--- src/rtl/mult_seq_pkg.sv ---
// pkg_mult: shared widths, types and helpers for the sequential signed
// shift-add multiplier (mult_seq) and its controller (mult_ctrl).
//   DW      operand width in bits
//   DW2     product magnitude width in bits
//   CW      cycle counter width
package pkg_mult;

  localparam int DW  = 8;
  localparam int DW2 = 2 * DW;
  localparam int CW  = $clog2(DW);

  typedef logic [DW-1:0]  operand_t;
  typedef logic [DW2-1:0] product_t;
  typedef logic [DW2:0]   leds_t;
  typedef logic [CW-1:0]  count_t;

  typedef enum logic [1:0] {
    IDLE = 2'b00,
    MULT = 2'b01,
    DONE = 2'b10
  } state_e;

  localparam operand_t OP_ONE   = {{(DW-1){1'b0}}, 1'b1};
  localparam count_t   CNT_ONE  = {{(CW-1){1'b0}}, 1'b1};
  localparam count_t   CNT_LAST = {CW{1'b1}};  // DW-1 (DW is a power of two)

  // Two's-complement magnitude as an unsigned DW-bit value. The most
  // negative operand maps to 2^(DW-1), which still fits unsigned.
  function automatic operand_t abs_mag(input operand_t x);
    operand_t r;
    if (x[DW-1]) begin
      r = ~x + OP_ONE;
    end else begin
      r = x;
    end
    return r;
  endfunction

endpackage

--- src/rtl/mult_ctrl.sv ---
// mult_ctrl: FSM and cycle counter for mult_seq.
// Ports:
//   clk      system clock, rising edge
//   rst      asynchronous reset, active-low
//   i_start  start pulse (honoured in IDLE and DONE, ignored in MULT)
//   load     datapath loads operands this edge
//   shift    datapath performs one add/shift step this edge (state MULT)
//   done_en  result is complete and held (state DONE)
module mult_ctrl
  import pkg_mult::*;
(
  input  logic clk,
  input  logic rst,
  input  logic i_start,
  output logic load,
  output logic shift,
  output logic done_en
);

  state_e state_r;
  state_e state_nxt_s;
  count_t cnt_r;
  count_t cnt_nxt_s;
  logic   load_s;

  // State and counter registers.
  always_ff @(posedge clk or negedge rst) begin
    if (!rst) begin
      state_r <= IDLE;
      cnt_r   <= '0;
    end else begin
      state_r <= state_nxt_s;
      cnt_r   <= cnt_nxt_s;
    end
  end

  // Next-state, counter update and load strobe.
  always_comb begin
    state_nxt_s = state_r;
    cnt_nxt_s   = cnt_r;
    load_s      = 1'b0;
    case (state_r)
      IDLE, DONE: begin
        if (i_start) begin
          load_s      = 1'b1;
          cnt_nxt_s   = '0;
          state_nxt_s = MULT;
        end else begin
          state_nxt_s = state_r;
        end
      end
      MULT: begin
        // i_start is deliberately not looked at here.
        cnt_nxt_s = cnt_r + CNT_ONE;
        if (cnt_r == CNT_LAST) begin
          state_nxt_s = DONE;
        end else begin
          state_nxt_s = MULT;
        end
      end
      default: begin
        state_nxt_s = IDLE;
        cnt_nxt_s   = '0;
      end
    endcase
  end

  assign load    = load_s;
  assign shift   = (state_r == MULT);
  assign done_en = (state_r == DONE);

endmodule

--- src/rtl/mult_seq.sv ---
// mult_seq: sequential signed shift-add multiplier. Converts both operands
// to magnitudes, multiplies over DW cycles, and reports |A*B| with a
// separate sign bit.
// Ports:
//   clk             system clock, rising edge
//   rst             asynchronous reset, active-low
//   i_start         one-cycle start pulse, operands sampled on the same edge
//   i_multiplicand  two's-complement operand A
//   i_multiplier    two's-complement operand B
//   o_product       |A*B|, valid while o_stop=1
//   o_sign          1 = negative product, valid while o_stop=1
//   o_stop          result ready
//   o_busy          multiplication in progress
module mult_seq
  import pkg_mult::*;
(
  input  logic     clk,
  input  logic     rst,
  input  logic     i_start,
  input  operand_t i_multiplicand,
  input  operand_t i_multiplier,
  output product_t o_product,
  output logic     o_sign,
  output logic     o_stop,
  output logic     o_busy
);

  logic     load_s;
  logic     shift_s;
  logic     done_en_s;
  product_t acc_r;
  product_t mcand_r;
  operand_t mplier_r;
  logic     sign_r;

  mult_ctrl u_ctrl (
    .clk     (clk),
    .rst     (rst),
    .i_start (i_start),
    .load    (load_s),
    .shift   (shift_s),
    .done_en (done_en_s)
  );

  // Operand shift registers, accumulator and sign capture.
  always_ff @(posedge clk or negedge rst) begin
    if (!rst) begin
      acc_r    <= '0;
      mcand_r  <= '0;
      mplier_r <= '0;
      sign_r   <= 1'b0;
    end else if (load_s) begin
      acc_r    <= '0;
      mcand_r  <= {{DW{1'b0}}, abs_mag(i_multiplicand)};
      mplier_r <= abs_mag(i_multiplier);
      sign_r   <= i_multiplicand[DW-1] ^ i_multiplier[DW-1];
    end else if (shift_s) begin
      // Magnitudes are at most 2^(DW-1) so the DW2-bit sum never overflows.
      if (mplier_r[0]) begin
        acc_r <= acc_r + mcand_r;
      end else begin
        acc_r <= acc_r;
      end
      mcand_r  <= mcand_r << 1;
      mplier_r <= mplier_r >> 1;
    end else begin
      acc_r    <= acc_r;
      mcand_r  <= mcand_r;
      mplier_r <= mplier_r;
      sign_r   <= sign_r;
    end
  end

  assign o_product = acc_r;
  // A zero result is never reported as negative.
  assign o_sign    = sign_r & (acc_r != '0);
  assign o_stop    = done_en_s;
  assign o_busy    = shift_s;

endmodule

--- config.mk ---
export PLATFORM = sky130hd
export DESIGN_NAME = mult_seq
export DESIGN_NICKNAME = d
export VERILOG_FILES = /design/src/rtl/mult_seq_pkg.sv /design/src/rtl/mult_ctrl.sv /design/src/rtl/mult_seq.sv
export SDC_FILE = /design/constraint.sdc
export NUM_CORES = 1
export LEC_CHECK = 0
export CAP_MARGIN = 20
export CORE_AREA = 3 3 114 72
export CTS_CLUSTER_SIZE = 24
export DETAILED_ROUTE_END_ITERATION = 8
export DIE_AREA = 0 0 117 75
export GPL_TIMING_DRIVEN = 0
export PLACE_DENSITY = 0.6
export SLEW_MARGIN = 25
export SYNTH_ARGS = -nofsm -noshare
export SYNTH_HDL_FRONTEND = slang
export SYNTH_SLANG_ARGS = --single-unit
--- constraint.sdc ---
create_clock -name clk -period 2 [get_ports clk]
set_clock_uncertainty 0.05 [all_clocks]
set_input_delay 0.2 -clock clk [delete_from_list [all_inputs] [get_ports clk]]
set_output_delay 0.2 -clock clk [all_outputs]
set_load 0.05 [all_outputs]
==> results_dict.tcl, run 1 <==
set metrics [dict create \
    status "finished with violations" \
    violations "setup timing" \
    vias 2597 \
    crit_arrival_ps 2260 \
    synth-compound-area-share_pct 21.5 \
    switching_share_pct 46.2 \
    p_int_w 0.00378 \
    h-tree-depth 2 \
    cp.required_ps 2110 \
    worst_hold_slack_ps 363 \
    cp-end-kind "register" \
    synth_cell_types 46 \
    syn-cell-area_mm2 0.00288 \
    async_reset_ff_share_pct 100 \
    ys_ff_latch 46 \
    finalCritPeriodShare_pct 108 \
    final_area_mm2 0.00385 \
    grt_pass1_vias 2495 \
    synth_xor_area_share_pct 6.68 \
    grt_first_pass_wirelength_mm 12.8 \
    drcViolationCount 0 \
    row_count 24 \
    cts_tree "yes" \
    gr-usage-all-layers_pct 18.9 \
    n_fill_cell 669 \
    placed_area_mm2 0.00348 \
    seq_power_share_pct 25.6 \
    core_area_mm2 0.00721 \
    synth_adder_area_share_pct 8.94 \
    timing.rr.start "o_product[0]" \
    yosys-mux-area-fraction_pct 1.74 \
    synth_top_area_share_pct 39.9 \
    yosys-top-cells-area "dfrtp_1, ha_1, nand2_1" \
    met1_usage_pct 30.4 \
    nets 416 \
    power_density_mw_per_mm2 1820 \
    setup_viol 6 \
    r2r_end "o_product[14]" \
    cts_buffers 5 \
    cts_sinks 46 \
    first_pass_iters 4 \
    synth_edf_count 0 \
    worst_pin_slew_ps 651 \
    clock.fmax_mhz 463 \
    synth_area_per_cell_um2 8.98 \
    cts_buffer_depth 2 \
    p_clk_share_pct 13.7 \
    dp_hpwl_mm 5.61 \
    whs_path_depth 4 \
    start_util_pct 40.0 \
    synthSimpleGateAreaFrac_pct 17.6 \
    ys_seq_area_share_pct 39.9 \
    seq_area_mm2 0.00117 \
    syn-num-nets 360 \
    antennaDiodeCount 0 \
    path_clk_slew_ps 70 \
    root_buffer "clkbuf_16" \
    area_growth_pct 33.7 \
    synthCells 321 \
    grt.overflow.total 0 \
    setup_slack_ps -158 \
    layout_common_cells "nand2_1, dfrtp_1, clkdlybuf4s50_1" \
    slew_headroom_pct 56.6 \
    fin_crit_ps 2160 \
    r2r_slack_ps -160 \
    wl_per_cell_um 16.6 \
    cellLeakagePower_nw 1.65 \
    pre_cts_slack_ps -431 \
    ir_drop_mv 1.19 \
    ys_warn_count 0 \
    hold_violations 0 \
    io_buffers 35 \
    die_w_um 117 \
    final_common_cell "nand2_1" \
    slew_viol_final 0 \
    setup_tns_ps -599 \
    ys.flop_type "dfrtp_1" \
    cp-start-kind "register" \
    p_sw_w 0.00324 \
    ant_nets 0 \
    antenna_found_initial 0 \
    die_h_um 75 \
    cp_max_fo 3 \
    top_usage_layer "met1" \
    yosysTopAreaCell "dfrtp_1" \
    combPwrFrac_pct 60.7 \
    worstHoldPathType "input pin to register" \
    dieArea_mm2 0.00878 \
    grt_max_degree 47 \
    min-delay-start "i_multiplicand[7]" \
    io_pins 38 \
    wl_mm 7.76 \
    min_to "mcand_r[1]" \
    ff2ff_path_depth 9 \
    place_congestion 0.836 \
    clock_latency_ps 290 \
    drt_iter0_markers 181 \
    multi_input_area_mm2 0.00184 \
    synth_top_family_by_area "compound AO/OA/AOI/OAI gates" \
    rsz0062_at_grt "true" \
    grt.met3_usage_pct 5.30 \
    worstSetupPathType "register to register" \
    drive_above_1_share_pct 20.6 \
    via_per_inst 5.54 \
    use_met2_pct 25.4 \
    max-cap-violations 0 \
]
sequential cells by signal, summed over array words and instances, names as in the netlist:
name / count
u_ctrl.cnt_r: 3
sign_r: 1
mplier_r: 8
mcand_r: 16
o_product: 16
u_ctrl.state_r: 2
through the flow:
step	instances	total power, W	utilization (%)
finish	469	0.00702	53.5
global route	469	0.00758	53.5
CTS	465	0.00673	51.9
detailed placement	447	0.00561	48.3
global placement	447	0.00556	48.3
floorplan	321	0.00455	-
how the worst max path moves through the flow:
| stage | from | endpoint | slack, ps |
|---|---|---|---|
| 4_1_cts | mcand_r[0] | o_product[14] | -110 |
| 6_report | o_product[0] | o_product[14] | -160 |
| 3_3_place_gp | rst | o_product[3] | -870 |
| 5_1_grt | mcand_r[0] | o_product[14] | -240 |
| 3_5_place_dp | u_ctrl.state_r[1] | o_busy | -430 |
| 2_1_floorplan | o_product[0] | o_product[14] | -110 |
what timing repair did:
action	4_1_cts	5_1_grt
cloned	0	0
endpoints found under the hold margin	46	0
hold buffers	1	0
endpoints found under the setup margin	7	37
pin swaps	9	22
gates resized for setup	23	21
buffers inserted	10	6
worst max-delay path: stages, from the launching register on:
cell,delay (ps)
dfrtp_2,430
ha_4,180
fa_2,340
a211oi_2,240
o21bai_2,120
o211ai_1,170
buf_4,190
o31ai_4,60
xnor2_1,170
o21ai_1,70
routing by layer:
layer	share of wire, %	vias up
met1	53	1257
met4	0.12	0
met2	42	54
met3	5.6	2
met5	0	-
li1	-	1284
power by group through the flow:
stage / registers, W / clock network, W / logic [W]
4_1_cts: 0.00178 / 0.000969 / 0.00397
3_5_place_dp: 0.00181 / 0 / 0.00380
5_1_grt: 0.00186 / 0.00101 / 0.00472
2_1_floorplan: 0.00216 / 0 / 0.00239
3_3_place_gp: 0.00181 / 0 / 0.00376
6_report: 0.00180 / 0.000959 / 0.00426
synth_stat cells (2+ instances only):
library cell and n:
nor3_1 2, ha_1 19, clkbuf_1 10, nor4_1 6, o211a_1 2, a31oi_1 11
a21o_1 5, nand3_1 16, nor3b_1 2, xor2_1 6, o21ai_0 22, inv_1 10
nand2_1 45, a22o_1 11, o31ai_1 6, mux2i_1 5, or3_1 2, buf_2 5
xnor2_1 16, dfrtp_1 46, o21bai_1 2, nor2_1 21, a21oi_1 17, nor4b_1 3
nand2b_1 5, o211ai_1 4, a211oi_1 3
logic make-up after synthesis:
logic type / count (synthesis)
AND/OR/NAND/NOR: 109
adder cells (fa/ha/maj): 20
XOR/XNOR: 22
flip-flops: 46
AO/OA/AOI/OAI: 93
multiplexers: 5
buffers and inverters: 26
final cells by class:
type | instances | share of cell area (%)
inverter | 10 | 0.974
multi-input combinational | 249 | 47.6
tap | 91 | 2.95
sequential | 46 | 30.3
clock inverter | 2 | 0.974
timing repair buffer | 52 | 12.3
clock buffer | 6 | 3.34
buffer | 13 | 1.49
No activity file was read; power rests on OpenSTA's default activity.
==> run 2: changes to the inputs <==
--- a/config.mk
+++ b/config.mk
@@ -12,6 +12,7 @@
 export DIE_AREA = 0 0 117 75
 export GPL_TIMING_DRIVEN = 0
 export PLACE_DENSITY = 0.6
+export SKIP_CTS_REPAIR_TIMING = 1
 export SLEW_MARGIN = 25
 export SYNTH_ARGS = -nofsm -noshare
 export SYNTH_HDL_FRONTEND = slang
==> results_dict.tcl, run 2 (synthesis gave the netlist of run 1 again) <==
set metrics [dict create \
    status "finished with violations" \
    violations "setup timing" \
    place_congestion 0.836 \
    slew_viol_final 0 \
    slew_headroom_pct 57.7 \
    max-cap-violations 0 \
    io_pins 38 \
    path_delay_family "compound AO/OA/AOI/OAI gates" \
    fin_crit_ps 2280 \
    worst-path-buf-inv 1 \
    cts_tree "yes" \
    final_common_cell "nand2_1" \
    root_buffer "clkbuf_16" \
    worstHoldPathType "input pin to register" \
    nets 416 \
    placed_area_mm2 0.00348 \
    ir_drop_mv 1.16 \
    cp-end-kind "register" \
    via_per_inst 5.57 \
    cts_buffer_depth 2 \
    ff2ff_path_depth 9 \
    wl_mm 7.78 \
    setup_viol 5 \
    antenna_found_initial 0 \
    clock_latency_ps 290 \
    h-tree-depth 2 \
    io_buffers 35 \
    ant_nets 0 \
    start_util_pct 40.0 \
    path_clk_slew_ps 70 \
    cts_sinks 46 \
    antennaDiodeCount 0 \
    grt_pass1_vias 2445 \
    timing.rr.start "mcand_r[0]" \
    setup_slack_ps -276 \
    path_depth 9 \
    setup_tns_ps -955 \
    die_w_um 117 \
    final_core_util_pct 53.2 \
    r2r_end "o_product[14]" \
    drive_above_1_share_pct 20.4 \
    min-delay-start "i_multiplicand[7]" \
    slowest_stage "dfrtp_1" \
    multi_input_area_mm2 0.00182 \
    core_area_mm2 0.00721 \
    wl_per_cell_um 16.6 \
    power_density_mw_per_mm2 1810 \
    seq_area_mm2 0.00117 \
    n_fill_cell 677 \
    r2r_slack_ps -280 \
    crit_arrival_ps 2380 \
    clock.fmax_mhz 439 \
    rsz0062_at_grt "true" \
    dp_hpwl_mm 5.61 \
    cp_slowest_stage_delay_ps 420 \
    first_pass_iters 5 \
    grt.overflow.total 0 \
    drt_iter0_markers 156 \
    hold_violations 0 \
    worstSetupPathType "register to register" \
    finalCritPeriodShare_pct 114 \
    cp_max_fo 3 \
    cp.required_ps 2110 \
    row_count 24 \
    cp-start-kind "register" \
    whs_path_depth 4 \
    cp_cell_sequence "ha_4 > fa_2 > a211oi_2 > o21bai_2 > o211ai_1 > buf_4 > o31ai_2 > xnor2_1 > o21ai_1" \
    drcViolationCount 0 \
    grt_max_degree 47 \
    min_to "mcand_r[1]" \
    gr-usage-all-layers_pct 18.7 \
    final_area_mm2 0.00384 \
    worst_pin_slew_ps 635 \
    cts_buffers 5 \
    layout_common_cells "nand2_1, dfrtp_1, clkdlybuf4s50_1" \
    die_h_um 75 \
    area_growth_pct 33.1 \
    vias 2610 \
    cellLeakagePower_nw 1.64 \
    grt_first_pass_wirelength_mm 12.6 \
    dieArea_mm2 0.00878 \
]
[run 2: stage by stage]
step                worst slack, ps  hold WS, ps  total power [W]  instances
finish                         -276          348          0.00696        469
global route                   -347          408          0.00752        469
CTS                            -755         -106          0.00659        455
detailed placement             -431          204          0.00561        447
global placement               -873          434          0.00556        447
floorplan                      -110         -146          0.00455        321
[run 2: worst max path at each step]
stage / from / to / slack, ps
2_1_floorplan: o_product[0] / o_product[14] / -110
3_3_place_gp: rst / o_product[3] / -870
3_5_place_dp: u_ctrl.state_r[1] / o_busy / -430
4_1_cts: u_ctrl.state_r[1] / o_busy / -760
5_1_grt: mcand_r[0] / o_product[14] / -350
6_report: mcand_r[0] / o_product[14] / -280
[run 2: where the power goes]
group	internal [W]	switching, W	total, W
logic	0.00180	0.00240	0.00420
clock network	0.000591	0.000371	0.000962
registers	0.00136	0.000441	0.00180
[run 2: layer usage]
layer,wire [um],vias to the layer above,global-route usage [%]
met3,540,2,5.22
met1,4070,1251,30.3
met4,10,0,2.54
li1,-,1275,-
met5,0,-,0
met2,3160,82,24.7
[run 2: worst min-delay path, stage by stage]
cell,delay (ps)
clkbuf_1,190
nand2_1,100
o211a_1,130
a31oi_1,40
[run 2: layout make-up]
type / instances / share of cell area (%)
plain buffers: 14 / 1.79
clock buffers: 6 / 3.36
clock inverters: 2 / 0.978
inverters: 10 / 0.978
multi-input cells: 249 / 47.3
flip-flops and latches: 46 / 30.5
well taps: 91 / 2.97
repair buffers: 51 / 12.1
